==> config.mk <==
export PLATFORM = sky130hd
export DESIGN_NAME = fast_counter_bank
export DESIGN_NICKNAME = d
export VERILOG_FILES = /design/src/rtl/fast_counter_bank_pkg.sv /design/src/rtl/fast_counter_bank_incdec.sv /design/src/rtl/fast_counter_bank.sv
export SDC_FILE = /design/constraint.sdc
export NUM_CORES = 1
export LEC_CHECK = 0
export BUFFER_PORTS_ARGS = -buffer_cell sky130_fd_sc_hd__buf_4
export CAP_MARGIN = 20
export CORE_MARGIN = 10
export CORE_UTILIZATION = 65
export DETAILED_ROUTE_END_ITERATION = 7
export PLACE_DENSITY = 0.8
export SLEW_MARGIN = 20
export SYNTH_ARGS = -nofsm -noshare
export SYNTH_HDL_FRONTEND = slang
export SYNTH_HIERARCHICAL = 1
export SYNTH_SLANG_ARGS = --single-unit
==> constraint.sdc <==
create_clock -name clk -period 7.58 [get_ports clk]
set_input_delay 0.379 -clock clk [delete_from_list [all_inputs] [get_ports clk]]
set_output_delay 0.379 -clock clk [all_outputs]
set_load 0.01 [all_outputs]
==> src/rtl/fast_counter_bank_pkg.sv <==
// Shared types and carry-free mask helpers for the fast counter bank.
// Helpers operate on MAX_W-bit words; callers pass their real width and truncate.
package fast_counter_bank_pkg;

    localparam int unsigned MAX_W = 64;

    typedef enum logic [1:0] {
        OP_INC  = 2'b00,
        OP_DEC  = 2'b01,
        OP_LOAD = 2'b10,
        OP_CLR  = 2'b11
    } op_t;

    typedef logic [MAX_W-1:0] word_t;

    // One-hot of the lowest clear bit within the low w bits; zero if all w bits are set.
    function automatic word_t ffs0(input word_t a, input int unsigned w);
        word_t oh;
        logic  found;
        oh    = '0;
        found = 1'b0;
        for (int unsigned i = 0; i < MAX_W; i++) begin
            if (!found && (i < w) && !a[i]) begin
                oh[i] = 1'b1;
                found = 1'b1;
            end
        end
        return oh;
    endfunction

    // One-hot of the lowest set bit within the low w bits; zero if none are set.
    function automatic word_t ffs1(input word_t a, input int unsigned w);
        word_t oh;
        logic  found;
        oh    = '0;
        found = 1'b0;
        for (int unsigned i = 0; i < MAX_W; i++) begin
            if (!found && (i < w) && a[i]) begin
                oh[i] = 1'b1;
                found = 1'b1;
            end
        end
        return oh;
    endfunction

    // Sets the one-hot bit and every bit below it.
    function automatic word_t incl_mask(input word_t oh);
        word_t m;
        logic  acc;
        m   = '0;
        acc = 1'b0;
        for (int i = int'(MAX_W) - 1; i >= 0; i--) begin
            acc  = acc | oh[i];
            m[i] = acc;
        end
        return m;
    endfunction

endpackage

==> src/rtl/fast_counter_bank_incdec.sv <==
// Combinational INC/DEC/LOAD/CLR unit using toggle masks instead of a carry chain.
module fcb_incdec
    import fast_counter_bank_pkg::*;
#(
    parameter int unsigned W = 32
) (
    input  logic [W-1:0] a,
    input  logic [1:0]   op,
    input  logic [W-1:0] data,
    input  logic         sat,
    output logic [W-1:0] y,
    output logic         ov
);

    logic [W-1:0] oh0;
    logic [W-1:0] oh1;
    logic [W-1:0] inc_mask;
    logic [W-1:0] dec_mask;

    // INC flips the trailing ones plus the first zero; DEC flips trailing zeros plus the first one.
    always_comb begin
        oh0      = W'(ffs0(MAX_W'(a), W));
        oh1      = W'(ffs1(MAX_W'(a), W));
        inc_mask = W'(incl_mask(MAX_W'(oh0)));
        dec_mask = W'(incl_mask(MAX_W'(oh1)));
        y        = '0;
        ov       = 1'b0;
        case (op_t'(op))
            OP_INC: begin
                if (oh0 == '0) begin
                    ov = 1'b1;
                    y  = sat ? a : '0;
                end else begin
                    y = a ^ inc_mask;
                end
            end
            OP_DEC: begin
                if (oh1 == '0) begin
                    ov = 1'b1;
                    y  = sat ? '0 : '1;
                end else begin
                    y = a ^ dec_mask;
                end
            end
            OP_LOAD: y = data;
            OP_CLR:  y = '0;
            default: y = '0;
        endcase
    end

endmodule

==> src/rtl/fast_counter_bank.sv <==
// Bank of N independent W-bit counters sharing one 2-stage update pipeline.
// S1 captures the request and the forwarded operand; S2 computes, writes back and responds.
module fast_counter_bank
    import fast_counter_bank_pkg::*;
#(
    parameter int unsigned W   = 32,
    parameter int unsigned N   = 8,
    parameter bit          SAT = 1'b0,
    localparam int unsigned IDW = (N > 1) ? $clog2(N) : 1
) (
    input  logic           clk,
    input  logic           arst_n,
    input  logic           in_vld,
    input  logic [IDW-1:0] in_id,
    input  logic [1:0]     in_op,
    input  logic [W-1:0]   in_data,
    output logic           out_vld,
    output logic [IDW-1:0] out_id,
    output logic [W-1:0]   out_val,
    output logic           out_ov,
    output logic           out_zero
);

    logic [W-1:0]   cnt_q [N];
    logic [W-1:0]   cnt_d [N];

    logic           s1_vld_q,  s1_vld_d;
    logic [IDW-1:0] s1_id_q,   s1_id_d;
    logic [1:0]     s1_op_q,   s1_op_d;
    logic [W-1:0]   s1_data_q, s1_data_d;
    logic [W-1:0]   s1_a_q,    s1_a_d;

    logic           out_vld_q,  out_vld_d;
    logic [IDW-1:0] out_id_q,   out_id_d;
    logic [W-1:0]   out_val_q,  out_val_d;
    logic           out_ov_q,   out_ov_d;
    logic           out_zero_q, out_zero_d;

    logic           in_id_ok;
    logic [IDW-1:0] in_id_eff;
    logic [W-1:0]   rd_val;
    logic [W-1:0]   s2_y;
    logic           s2_ov;

    // Channel decode: single-channel banks ignore the id, partial banks drop out-of-range ids.
    if (N == 1) begin : g_single
        assign in_id_ok  = 1'b1;
        assign in_id_eff = '0;
    end else if (N == (1 << IDW)) begin : g_pow2
        assign in_id_ok  = 1'b1;
        assign in_id_eff = in_id;
    end else begin : g_sparse
        assign in_id_ok  = (in_id < IDW'(N));
        assign in_id_eff = in_id;
    end

    fcb_incdec #(
        .W (W)
    ) u_incdec (
        .a    (s1_a_q),
        .op   (s1_op_q),
        .data (s1_data_q),
        .sat  (SAT),
        .y    (s2_y),
        .ov   (s2_ov)
    );

    always_comb begin
        s1_vld_d   = in_vld & in_id_ok;
        s1_id_d    = s1_id_q;
        s1_op_d    = s1_op_q;
        s1_data_d  = s1_data_q;
        s1_a_d     = s1_a_q;
        out_vld_d  = s1_vld_q;
        out_id_d   = out_id_q;
        out_val_d  = out_val_q;
        out_ov_d   = out_ov_q;
        out_zero_d = out_zero_q;
        rd_val     = '0;

        for (int unsigned i = 0; i < N; i++) begin
            if (in_id_eff == IDW'(i)) begin
                rd_val = cnt_q[i];
            end
        end
        // The array write from S2 lands on this same edge, so take the fresh value directly.
        if (s1_vld_q && (s1_id_q == in_id_eff)) begin
            rd_val = s2_y;
        end

        if (s1_vld_d) begin
            s1_id_d   = in_id_eff;
            s1_op_d   = in_op;
            s1_data_d = in_data;
            s1_a_d    = rd_val;
        end

        for (int unsigned i = 0; i < N; i++) begin
            cnt_d[i] = (s1_vld_q && (s1_id_q == IDW'(i))) ? s2_y : cnt_q[i];
        end

        if (s1_vld_q) begin
            out_id_d   = s1_id_q;
            out_val_d  = s2_y;
            out_ov_d   = s2_ov;
            out_zero_d = (s2_y == '0);
        end
    end

    always_ff @(posedge clk or negedge arst_n) begin
        if (!arst_n) begin
            for (int unsigned i = 0; i < N; i++) begin
                cnt_q[i] <= '0;
            end
            s1_vld_q   <= 1'b0;
            s1_id_q    <= '0;
            s1_op_q    <= '0;
            s1_data_q  <= '0;
            s1_a_q     <= '0;
            out_vld_q  <= 1'b0;
            out_id_q   <= '0;
            out_val_q  <= '0;
            out_ov_q   <= 1'b0;
            out_zero_q <= 1'b0;
        end else begin
            for (int unsigned i = 0; i < N; i++) begin
                cnt_q[i] <= cnt_d[i];
            end
            s1_vld_q   <= s1_vld_d;
            s1_id_q    <= s1_id_d;
            s1_op_q    <= s1_op_d;
            s1_data_q  <= s1_data_d;
            s1_a_q     <= s1_a_d;
            out_vld_q  <= out_vld_d;
            out_id_q   <= out_id_d;
            out_val_q  <= out_val_d;
            out_ov_q   <= out_ov_d;
            out_zero_q <= out_zero_d;
        end
    end

    assign out_vld  = out_vld_q;
    assign out_id   = out_id_q;
    assign out_val  = out_val_q;
    assign out_ov   = out_ov_q;
    assign out_zero = out_zero_q;

endmodule

---- After elaboration in Yosys (flattened, before gate mapping) ----
Index checks and enable logic that the tools add are counted.
word-level totals
  input bits .............................. 40
  bits in registers ....................... 364
  logic and storage cells ................. 408
cells by class
  reductions and logical operators ........ 169
  bitwise gates (word level) .............. 64
  muxes and demuxes ....................... 139
  equal/unequal tests ..................... 18
operators by type and width
  cell                                                  number
  2-to-1 mux 32 bit                                     11
  one-hot mux 32 bit (4 select lines)                   1
  2-to-1 mux 1 bit                                      126
  logical NOT 32 bit                                    3
  logical NOT 1 bit                                     92
  logical AND 1 bit                                     71
  XOR 32 bit                                            2
  OR 1 bit                                              62
  equality test 3 bit (second input constant)           8
  equality test 3 x 2 -> 1 bit (second input constant)  4
  equality test 3 x 1 -> 1 bit (second input constant)  2
  logical NOT 3 bit                                     2
  equality test 2 bit (second input constant)           2
  equality test 3 bit                                   1
  equality test 2 x 1 -> 1 bit (second input constant)  1
  logical NOT 2 bit                                     1
  one-hot mux 1 bit (2 select lines)                    1

---- Depth between registers and ports, before layout ----
Gate-level depths: netlist of the first run.
  depth in word-level cells ............... 129
  gate-level depth with buffers ........... 14
  depth with buffers taken out ............ 10

---- By module ----
The synthesis of the first run kept the hierarchy.
modules (own cells, without submodules)
  module             cells each  area an instance (sq um)  times used  seq. area each (sq um)
  fast_counter_bank  1250        16387.0                   1           9108.7
  fcb_incdec         333         2020.7                    1           0.0

---- Worst setup path before layout of the first run ----
No wires, ideal clock.
  path kind ............................... register to register
  start ................................... reg s1_a_q[1]
  end ..................................... reg out_zero_q (netlist: out_zero)
  cell stages (with the launch flop) ...... 14
  buffers on the path ..................... 3
  setup slack ............................. 4211 ps
  data arrival time ....................... 3303 ps
  path through ............................ dfrtp_1 buf_6 or4_4 buf_6 or4b_4 buf_6 nor4_2 mux2i_1 o22ai_1 a21boi_2 nor4_1 nand4_1 nor4_1 a22o_1
RTL lines
  item                                     RTL line                        text
  start: declaration                       fast_counter_bank.sv:31         logic [W-1:0] s1_a_q, s1_a_d;
  start signal: assignment                 fast_counter_bank.sv:119        s1_a_q <= '0;
  start signal: assignment                 fast_counter_bank.sv:133        s1_a_q <= s1_a_d;
  logical NOT 1 bit                        fast_counter_bank_pkg.sv:23     if (!found && (i < w) && !a[i]) begin
  logical AND 1 bit                        fast_counter_bank_pkg.sv:23
  2-to-1 mux 1 bit                         fast_counter_bank_pkg.sv:23
  logical NOT 1 bit                        fast_counter_bank_pkg.sv:23
  logical AND 1 bit                        fast_counter_bank_pkg.sv:23
  2-to-1 mux 1 bit                         fast_counter_bank_pkg.sv:23
  logical NOT 1 bit                        fast_counter_bank_pkg.sv:23
  logical AND 1 bit                        fast_counter_bank_pkg.sv:23
  [... 83 more ...]                        -
  logical AND 1 bit                        fast_counter_bank_pkg.sv:23
  2-to-1 mux 1 bit                         fast_counter_bank_pkg.sv:23
  OR 1 bit (2 in series)                   fast_counter_bank_pkg.sv:53     acc = acc | oh[i];
  XOR 32 bit                               fast_counter_bank_incdec.sv:34  y = a ^ inc_mask;
  2-to-1 mux 32 bit                        fast_counter_bank_incdec.sv:30  if (oh0 == '0) begin
  one-hot mux 32 bit (4 select lines) (*)  fast_counter_bank_incdec.sv:28  case (op_t'(op))
  named net s2_y[29]                       fast_counter_bank.sv:42         logic [W-1:0] s2_y;
  logical NOT 32 bit (*)                   fast_counter_bank.sv:106        out_zero_d = (s2_y == '0);
  end signal: assignment                   fast_counter_bank.sv:138        out_zero_q <= out_zero_d;
  end: declaration                         fast_counter_bank.sv:37         logic out_zero_q, out_zero_d;
The timed path passes the listed nets; every way through them passes the cells marked *.
A chain may end at the register's enable or synchronous reset.

---- Worst setup path in the final report of the first run ----
  start ................................... reg s1_a_q[11]
  end ..................................... reg out_zero_q (netlist: out_zero)
RTL lines
  item                                     RTL line
  logical NOT 1 bit                        fast_counter_bank_pkg.sv:23
  logical AND 1 bit                        fast_counter_bank_pkg.sv:23
  2-to-1 mux 1 bit                         fast_counter_bank_pkg.sv:23
  logical NOT 1 bit                        fast_counter_bank_pkg.sv:23
  logical AND 1 bit                        fast_counter_bank_pkg.sv:23
  2-to-1 mux 1 bit                         fast_counter_bank_pkg.sv:23
  logical NOT 1 bit                        fast_counter_bank_pkg.sv:23
  logical AND 1 bit                        fast_counter_bank_pkg.sv:23
  [... 53 more ...]                        -
  logical AND 1 bit                        fast_counter_bank_pkg.sv:23
  2-to-1 mux 1 bit                         fast_counter_bank_pkg.sv:23
  OR 1 bit (2 in series)                   fast_counter_bank_pkg.sv:53
  XOR 32 bit                               fast_counter_bank_incdec.sv:34
  2-to-1 mux 32 bit                        fast_counter_bank_incdec.sv:30
  one-hot mux 32 bit (4 select lines) (*)  fast_counter_bank_incdec.sv:28
  named net s2_y[29]                       fast_counter_bank.sv:42
  logical NOT 32 bit (*)                   fast_counter_bank.sv:106
Marked as above.

==> reports/summary.txt, run 1 <==
Nets - 1,624
Tcrit/Tclk final - 0.520
Area occupied by multi-input gates - 0.00831 sq mm
Outcome - complete, no violations
P&R area growth vs syn - 9.83%
Final-report hold violation count - 0
Worst slew pin tran - 1.14 ns
Async SR Flop Fraction - 1.00
Initial Utilization - 0.661
Chip height - 188 microns
Final setup viols - 0
CTS root buffer - clkbuf_16
Worst vdd rail ir drop - 0.000225 V
Synth cell types - 73
Placement Cell Area - 0.0190 sq mm
Core ar. - 0.0279 sq mm
PwrDens - 337 mW/mm^2
H-tree depth - 2
Share of cells above drive strength 1 - 0.318
Largest net degree at the start of global routing - 179
Final wirelength - 47,000 microns
Rel. slew slack - 0.237
Cell count after synthesis - 1,583
Commonest non-fill, non-tap cell in the layout - dfrtp_1
Clock Sinks - 364
EDFF count, synth - 0
DR WL/cell - 23.7 microns
Overflow after GRT - 0
DR vias/cell - 6.58
# IOs - 78
Arr. time, crit path - 4.41 ns
Avg Cell Area, Syn - 11.6 sq um
Mapped Area - 0.0184 sq mm
RSZ-0062 raised after global routing - no
Setup CP Type - reg -> reg
HP Class - in -> reg
Antenna Diode Count - 0
Worst skew pair latency - 0.53 ns
Post-CTS setup buffer count - 0
Max_cap viols - 0
DRT iter0 DRCs - 1,345
Yosys warnings - 6
All-Layer GR Usage - 0.262
Initial antenna violation count - 0
DR pass1 iterations - 6
Post-cts resize count - 0
Gpl congestion - 0.955
# rows - 61
Leakage - 8.97 nW
Die Wd - 188 microns
Critical Path End Type - register
Post-route setup TNS - 0 ns
Design Power - 6.82 mW
Via count - 13,100
Number of global-route vias before repair - 13,300
Worst-path fanout max - 13
Die ar. - 0.0355 sq mm
Worst endpoint required time - 8.04 ns
Remaining DRCs - 0
Fillers - 1,937
Yosys reg bits - 364
Clock Skew - 0.0110 ns
Worst-path clk slew - 0.06 ns
CTS tree - yes
TritonCTS Buffers - 39
Register area share after synthesis - 0.495
Port-buffer cells - 77
Crit start category - register
Post-route cell area - 0.0202 sq mm
Most frequent cells in the layout - 363 x dfrtp_1, 325 x mux2_2, 102 x buf_4, 97 x mux2i_1, 71 x inv_1
Minimum clock period - 3.94 ns
Antenna-violating nets left - 0
First-pass GRT wire length - 75,000 microns
Register area - 0.00911 sq mm
Ys flop type - dfrtp_1
CTS max path bufs - 3
HPWL after DPL - 29,300 microns
Final Max Tran Viols - 0
Max Freq - 254 MHz
==> state kept, by name, indices dropped and copies added, names as in the netlist <==
| signal | count |
|---|---|
| s1_data_q | 32 |
| out_vld | 1 |
| out_id | 3 |
| out_ov | 1 |
| out_zero | 1 |
| out_val | 32 |
| s1_id_q | 3 |
| out_vld_d | 1 |
| s1_op_q | 2 |
| cnt_q | 256 |
| s1_a_q | 32 |
==> final cells by class <==
class | instances | area share
Clock inverter | 9 | 0.00483
Inverter | 71 | 0.0132
Clock buffer | 59 | 0.0556
Multi-Input combinational cell | 1001 | 0.411
Sequential cell | 364 | 0.451
Tap cell | 378 | 0.0234
Timing Repair Buffer | 107 | 0.0412
==> worst max-delay path, cell delays in order (launching register included) <==
cell and delay [ns]:
dfrtp_1 0.57, and3_1 0.34, nand4_1 0.34, nor4_2 0.91, nand4_1 0.19, mux2i_1 0.30, a21boi_2 0.22, nor4_1 0.36
nand4_1 0.19, nor4_1 0.29, a22o_1 0.17
==> cell families after synthesis <==
family	after synthesis	share of synthesized area
mux	430	0.259
flops	364	0.495
buf+inv	223	0.0556
xor+xnor	10	0.00476
other cells	1	0.000204
simple gates	308	0.0868
compound gates	247	0.0989
==> through the flow <==
stage | utilization | hold slack, ns | worst slack (ns) | cells
global placement | 0.680 | 0.468 | 3.56 | 1917
floorplan | - | 0.0834 | 4.21 | 1588
finish | 0.726 | 0.0817 | 3.64 | 1989
global route | 0.726 | 0.0711 | 3.34 | 1989
CTS | 0.724 | 0.0699 | 3.30 | 1986
detailed placement | 0.680 | 0.475 | 3.31 | 1917
==> cell usage after synthesis (all sizes together) (4+ instances only) <==
library cell  number  area (sq um)
a21oi             53           265
nor3              45           246
xnor2              8          70.1
a211oi            37           278
nand2             70           263
a221o             11           110
o31ai              7          66.3
nand2b             7          51.3
nand4             12          75.1
or3                5          31.3
o21ai             23           115
a211o              5          43.8
nor2b              6          37.5
a31oi              7          43.8
a21o               5          37.5
or2                6          37.5
nand3             53           265
nor4              16           113
o22ai              6          37.5
o21a               4          30.0
buf               65           430
dfrtp            364          9110
clkbuf            87           327
mux4               4          90.1
o221ai            62           543
or4                5          41.3
mux2             329          3700
mux2i             97           971
and2               4          25.0
nor2              57           216
inv               71           267
and3              10          62.6
==> what timing repair did <==
action                     in CTS  in global routing
setup endpoints to repair       0                  0
hold buffers                    1                  0
hold endpoints to repair       13                  0
==> per-layer routing <==
| metal | track usage | wire (microns) |
|---|---|---|
| met4 | 0.0883 | 1310 |
| met2 | 0.417 | 22100 |
| met3 | 0.0460 | 3430 |
| met1 | 0.358 | 20200 |
| met5 | 0 | 0 |
==> power breakdown <==
part | total (mW) | internal [mW] | switching, mW
clock network | 1.84 | 1.09 | 0.751
registers | 3.20 | 2.70 | 0.501
logic | 1.78 | 0.944 | 0.836
total | 6.82 | 4.73 | 2.09
==> worst paths after layout <==
path	start	endpoint	slack [ns]	cells after the start
setup / recovery	s1_a_q[11]	out_zero	3.64	10
hold / removal	in_vld	out_vld_d	0.08	1
setup reg to reg	s1_a_q[11]	out_zero	3.64	10
hold reg to reg	cnt_q[230]	cnt_q[230]	0.49	1
max in group asynchronous	arst_n	cnt_q[241]	5.59	3
min in group asynchronous	arst_n	cnt_q[37]	0.53	2
Power figures use the tool's default switching activity.
==> run 2: changes to the inputs <==
--- a/config.mk
+++ b/config.mk
@@ -8,9 +8,9 @@
 export BUFFER_PORTS_ARGS = -buffer_cell sky130_fd_sc_hd__buf_4
 export CAP_MARGIN = 20
 export CORE_MARGIN = 10
-export CORE_UTILIZATION = 65
+export CORE_UTILIZATION = 62
 export DETAILED_ROUTE_END_ITERATION = 7
-export PLACE_DENSITY = 0.8
+export PLACE_DENSITY = 0.77
 export SLEW_MARGIN = 20
 export SYNTH_ARGS = -nofsm -noshare
 export SYNTH_HDL_FRONTEND = slang
==> constraint.sdc (replaced) <==
create_clock -name clk -period 3.88 [get_ports clk]
set_input_delay 0.194 -clock clk [delete_from_list [all_inputs] [get_ports clk]]
set_output_delay 0.194 -clock clk [all_outputs]
set_load 0.01 [all_outputs]
==> run 2 against run 1 <==
Effect of this change:
- sequential power grew 95%
- largest power group unchanged
- sequential cell count is the same
- register-to-register slack lost 3.5 ns
- largest cell class unchanged
- via count grew 1.8%
==> reports/summary.txt, run 2 (same netlist as run 1, synthesis figures left out) <==
HPWL after DPL - 31,000 microns (+5.8%)
Setup ws final - 0.158 ns (-3.48 ns)
Crit-path most repeated cell - nor4_1
Final wirelength - 48,400 microns (+3.0%)
Clock Sinks - 364 (unchanged)
Post-route cell area - 0.0210 sq mm (+3.9%)
H-tree depth - 2 (unchanged)
Seq pwr share - 0.457 (-0.012)
Number of global-route vias before repair - 13,400 (+1.4%)
Leakage - 9.40 nW (+4.8%)
Critical Path, Cell by Cell - or4_4 > or4b_4 > nor4_2 > mux2i_1 > o22ai_1 > a21boi_2 > nor4_1 > nand4_1 > nor4_1 > a22o_1
Max Freq - 269 MHz (+5.9%)
Largest net degree at the start of global routing - 117 (-35%)
Initial antenna violation count - 1 (+1)
Initial Utilization - 0.624 (-0.0364)
Post-route setup TNS - 0 ns (unchanged)
Worst endpoint required time - 4.34 ns (-3.70 ns)
Gpl congestion - 0.923 (-3.3%)
CTS tree - yes
First-pass GRT wire length - 77,200 microns (+2.9%)
Nets - 1,703 (+4.9%)
Placed insts - 1,977 (+3.1%)
Family with the most delay on the worst path - simple AND/OR/NAND/NOR gates
Largest stage delay, worst path - 0.67 ns (-0.24 ns)
Max reg flops - 256 (unchanged)
P&R area growth vs syn - 14.1%
DR pass1 iterations - 7 (+1)
Overflow after GRT - 0 (unchanged)
Switching Share - 0.307 (+0.00118)
# rows - 63 (+3.3%)
Psw - 4.19 mW (+100%)
Most frequent cells in the layout - 363 x dfrtp_1, 325 x mux2_2, 146 x buf_4, 97 x mux2i_1, 71 x inv_1
CTS max path bufs - 3 (unchanged)
Max_cap viols - 0 (unchanged)
TritonCTS Buffers - 39 (unchanged)
PwrDens - 649 mW/mm^2 (+93%)
Arr. time, crit path - 4.18 ns (-0.23 ns)
Remaining DRCs - 0 (unchanged)
Minimum clock period - 3.72 ns (-0.221 ns)
Commonest non-fill, non-tap cell in the layout - dfrtp_1
Port-buffer cells - 77 (unchanged)
Tcrit/Tclk final - 0.959 (+0.439)
RSZ-0062 raised after global routing - no
DRT iter0 DRCs - 1,274 (-5.3%)
CTS root buffer - clkbuf_16
Outcome - complete, no violations
Int Power - 9.45 mW (+100%)
Die Wd - 192 microns (+2.1%)
Rel. slew slack - 0.282 (+0.0441)
Final Max Tran Viols - 0 (unchanged)
Via count - 13,300 (+1.8%)
Largest Register - cnt_q
Setup CP Type - reg -> reg
DR WL/cell - 23.2 microns (-1.7%)
Critical Path End Type - register
DR vias/cell - 6.39 (-2.9%)
Logic gate share of total power - 0.271 (+0.010)
Clock Skew - 0.0165 ns (+0.00543 ns)
Final-report hold violation count - 0 (unchanged)
All-Layer GR Usage - 0.262 (-0.000387)
Worst-path fanout max - 12 (-1)
Share of cells above drive strength 1 - 0.334 (+0.0165)
Core ar. - 0.0295 sq mm (+5.8%)
Worst slew pin tran - 1.08 ns (-0.0660 ns)
Proportion of power drawn by the clock network - 0.272 (+0.002)
CP max-delay cell - or4b_4
Placement Cell Area - 0.0194 sq mm (+2.2%)
Worst-path clk slew - 0.06 ns (about the same)
Crit start category - register
Antenna-violating nets left - 0 (unchanged)
Final instance count without filler cells - 2,084 (+4.8%)
# IOs - 78 (unchanged)
Post-cts resize count - 0 (unchanged)
Worst vdd rail ir drop - 0.000520 V (+130%)
Post-CTS setup buffer count - 0 (unchanged)
Crit path buf inv count - 0 (unchanged)
HP Class - in -> reg
Setup WS pre-CTS - 0.254 ns (-3.06 ns)
Chip height - 192 microns (+2.1%)
Worst skew pair latency - 0.53 ns (about the same)
Die ar. - 0.0370 sq mm (+4.3%)
Final core utilization - 0.713 (-0.0131)
Final setup viols - 0 (unchanged)
[run 2: repair_timing]
item,in CTS,in global routing
hold endpoints to repair,144,0
hold buffers,35,0
setup endpoints to repair,0,0
[run 2: metrics by stage]
stage          power (mW)  hold slack, ns
2_1_floorplan        8.66          -0.102
6_report             13.6           0.177
4_1_cts              13.7           0.163
3_3_place_gp         9.65           0.344
3_5_place_dp         9.90           0.345
5_1_grt              14.4           0.208
[run 2: worst paths after layout]
check,start,to,slack [ns],depth (start not counted)
min in group asynchronous,arst_n,out_val[18],0.30,2
worst max-delay path,s1_a_q[0],out_zero,0.16,10
worst max register to register,s1_a_q[0],out_zero,0.16,10
worst min-delay path,in_id[1],s1_a_q[26],0.18,4
max in group asynchronous,arst_n,out_val[28],2.52,3
worst min register to register,cnt_q[230],cnt_q[230],0.49,1
[run 2: worst reg2reg max path: stages, from the launching register on]
cell      delay (ns)
dfrtp_1         0.39
or4_4           0.60
or4b_4          0.67
nor4_2          0.41
mux2i_1         0.23
o22ai_1         0.10
a21boi_2        0.26
nor4_1          0.36
nand4_1         0.20
nor4_1          0.28
a22o_1          0.16
[run 2: final cells by class]
cell class | count | area [sq um]
Clock inverter | 15 | 143
Inverter | 71 | 267
Clock buffer | 56 | 1150
Timing Repair Buffer | 186 | 1540
Multi-Input combinational cell | 1001 | 8310
Fill cell | 2057 | 8470
Sequential cell | 364 | 9110
Antenna cell | 1 | 2.50
Tap cell | 390 | 488
[run 2: metal layers]
layer  share of wire  vias up  track usage
met2            0.48      515        0.432
met5               0        -            0
met1            0.43     6760        0.359
met4           0.018        0       0.0561
li1                -     5957            -
met3           0.068       83       0.0435
[run 2: power by group through the flow]
stage	Clock [mW]	Combinational, mW	Sequential, mW
4_1_cts	3.76	3.70	6.22
3_5_place_dp	0	3.63	6.27
6_report	3.71	3.70	6.23
2_1_floorplan	0	2.69	5.97
5_1_grt	3.91	4.05	6.41
3_3_place_gp	0	3.50	6.15
==> run 3: changes to the inputs <==
--- a/config.mk
+++ b/config.mk
@@ -7,7 +7,6 @@
 export LEC_CHECK = 0
 export BUFFER_PORTS_ARGS = -buffer_cell sky130_fd_sc_hd__buf_4
 export CAP_MARGIN = 20
-export CORE_MARGIN = 10
 export CORE_UTILIZATION = 62
 export DETAILED_ROUTE_END_ITERATION = 7
 export PLACE_DENSITY = 0.77
==> run 3 against run 2 <==
Effect of this change:
- combinational power is essentially flat
- design area grew 0.13%
- power shrank 0.31%
- register-to-register slack gained 0.09 ns
- worst hold slack gained 0.11 ns
- count of clock-buffer cells in the layout grew 7
- sequential share of layout area shrank 0.054 points
- routed wire length shrank 0.62%
- non-clock buffer count grew 4
- critical endpoint unchanged
- largest power group unchanged
==> reports/summary.txt, run 3 (same netlist as run 1, synthesis figures left out) <==
First-pass GRT wire length - 76,800 microns (-0.55%)
DRT iter0 DRCs - 1,134 (-11%)
DR WL/cell - 23.1 microns (-0.47%)
Crit start category - register
Share of cells above drive strength 1 - 0.332 (-0.00236)
Largest stage delay, worst path - 0.67 ns (about the same)
Clock Sinks - 364 (unchanged)
RSZ-0062 raised after global routing - no
Proportion of power drawn by the clock network - 0.268 (-0.004)
Area occupied by multi-input gates - 0.00832 sq mm (+0.18%)
Final wirelength - 48,200 microns (-0.62%)
Setup crit start - s1_a_q[0]
Port-buffer cells - 77 (unchanged)
Fillers - 1,975 (-4.0%)
PwrDens - 647 mW/mm^2 (-0.43%)
Gpl congestion - 0.964 (+4.4%)
Hold_sp - in_id[2]
DR vias/cell - 6.46 (+1.2%)
Post-route setup TNS - 0 ns (unchanged)
Final-report hold violation count - 0 (unchanged)
Worst slew pin tran - 1.06 ns (-0.0208 ns)
Via count - 13,500 (+1.0%)
Worst vdd rail ir drop - 0.000544 V (+4.6%)
Int Power - 9.39 mW (-0.66%)
Seq pwr share - 0.459 (+0.002)
Tcrit/Tclk final - 0.936 (-0.0232)
Final instance count without filler cells - 2,081 (-0.14%)
Die ar. - 0.0304 sq mm (-18%)
# rows - 62 (-1.6%)
Worst-case reg-to-reg path depth - 10 (unchanged)
Core ar. - 0.0289 sq mm (-1.9%)
CP max-delay cell - or4b_4
Reg2reg start - s1_a_q[0]
Arr. time, crit path - 4.10 ns (-0.08 ns)
Switching Share - 0.310 (+0.00245)
Final Max Tran Viols - 0 (unchanged)
HP Class - in -> reg
All-Layer GR Usage - 0.324 (+0.0617)
# IOs - 78 (unchanged)
Remaining DRCs - 0 (unchanged)
Largest net degree at the start of global routing - 119 (+1.7%)
Initial antenna violation count - 2 (+1)
TritonCTS Buffers - 39 (unchanged)
CTS tree - yes
Register area - 0.00911 sq mm (unchanged)
Leakage - 9.41 nW (about the same)
Antenna-violating nets left - 0 (unchanged)
Clock Skew - 0.0193 ns (+0.00288 ns)
Placed insts - 1,975 (-0.10%)
Chip height - 174 microns (-9.4%)
Final setup viols - 0 (unchanged)
Max Freq - 275 MHz (+2.5%)
DR pass1 iterations - 5 (-2)
Overflow after GRT - 0 (unchanged)
Minimum clock period - 3.63 ns (-0.0900 ns)
Worst endpoint required time - 4.35 ns (about the same)
Die Wd - 174 microns (-9.4%)
Nets - 1,707 (+0.23%)
Setup CP Type - reg -> reg
Critical Path End Type - register
H-tree depth - 2 (unchanged)
Critical Path, Cell by Cell - or4_4 > or4b_4 > nor4_4 > mux2i_1 > o22ai_1 > a21boi_2 > nor4_2 > nand4_1 > nor4_1 > a22o_1
Worst-path clk slew - 0.06 ns (about the same)
Outcome - complete, no violations
Psw - 4.21 mW (+0.49%)
Rel. slew slack - 0.287 (+0.00539)
Logic gate share of total power - 0.272 (about the same)
Most frequent cells in the layout - 363 x dfrtp_1, 325 x mux2_2, 149 x buf_4, 97 x mux2i_1, 71 x inv_1
Final Hold Slack - 0.288 ns (+0.112 ns)
Worst-path fanout max - 12 (unchanged)
Worst skew pair latency - 0.54 ns (about the same)
HPWL after DPL - 31,100 microns (+0.15%)
P&R area growth vs syn - 14.3%
Number of global-route vias before repair - 13,700 (+1.8%)
WHS Path Cells - 2 (-2)
Initial Utilization - 0.636 (+0.0118)
Largest Register - cnt_q
Commonest non-fill, non-tap cell in the layout - dfrtp_1
Setup ws final - 0.248 ns (+0.0900 ns)
Max reg flops - 256 (unchanged)
CTS root buffer - clkbuf_16
Max_cap viols - 0 (unchanged)
CTS max path bufs - 3 (unchanged)
Setup WS pre-CTS - 0.261 ns (+0.00704 ns)
run 3: cell types whose count changed in the layout (fill, tap and decap cells not counted):
cell,previous run,this run
buf_12,4,5
buf_4,146,149
bufinv_16,2,1
clkbuf_1,7,14
clkbuf_16,40,39
clkbuf_8,9,10
clkinv_16,0,1
clkinv_2,10,2
clkinvlp_4,1,0
inv_6,1,2
nor4_1,14,13
nor4_4,0,1
run 3: repair_timing:
| item | CTS | global route |
|---|---|---|
| hold buffers | 35 | 0 |
| endpoints found under the hold margin | 147 | 0 |
| resized for setup | 0 | 2 |
| setup buffers | 0 | 0 |
| setup endpoints to repair | 0 | 1 |
run 3: worst max-delay path: cells and delay by family, from the launching register on:
family	cells	cell delay, ns
and+or+nand+nor	6	2.42
muxes	1	0.21
AOI/OAI and AO/OA	3	0.53
DFF	1	0.38
run 3: area by class of cell:
type	instances	area share
clock inverters	7	0.00494
inverters	71	0.0127
repair buffers	190	0.0753
clock buffers	63	0.0554
flip-flops and latches	364	0.433
well taps	384	0.0228
diodes	1	0.000119
multi-input cells	1001	0.396
run 3: power groups by stage:
stage	Combinational [mW]	Clock [mW]	Sequential, mW
floorplan	2.69	0	5.97
CTS	3.69	3.71	6.23
global placement	3.50	0	6.17
global route	4.02	3.86	6.44
finish	3.70	3.65	6.25
detailed placement	3.64	0	6.28
run 3: final timing paths:
path | to | slack, ns
worst max register to register | out_zero | 0.25
min in group asynchronous | out_vld_d | 0.35
max in group asynchronous | cnt_q[45] | 2.56
worst min-delay path | s1_id_q[2] | 0.29
worst max-delay path | out_zero | 0.25
worst min register to register | cnt_q[230] | 0.49
run 3: through the flow:
stage | util | total power [mW] | cell area [sq um]
2_1_floorplan | - | 8.66 | 18400
3_3_place_gp | 0.670 | 9.67 | 19400
3_5_place_dp | 0.670 | 9.92 | 19400
4_1_cts | 0.726 | 13.6 | 21000
5_1_grt | 0.727 | 14.3 | 21000
6_report | 0.727 | 13.6 | 21000
run 3: layer usage:
layer  part of all wire  GRT usage  vias to the layer above
li1                   -          -                     5956
met1               0.44      0.455                     6896
met2               0.47      0.511                      488
met3              0.066     0.0591                      108
met4              0.027      0.103                        2
met5            0.00023          0                        -
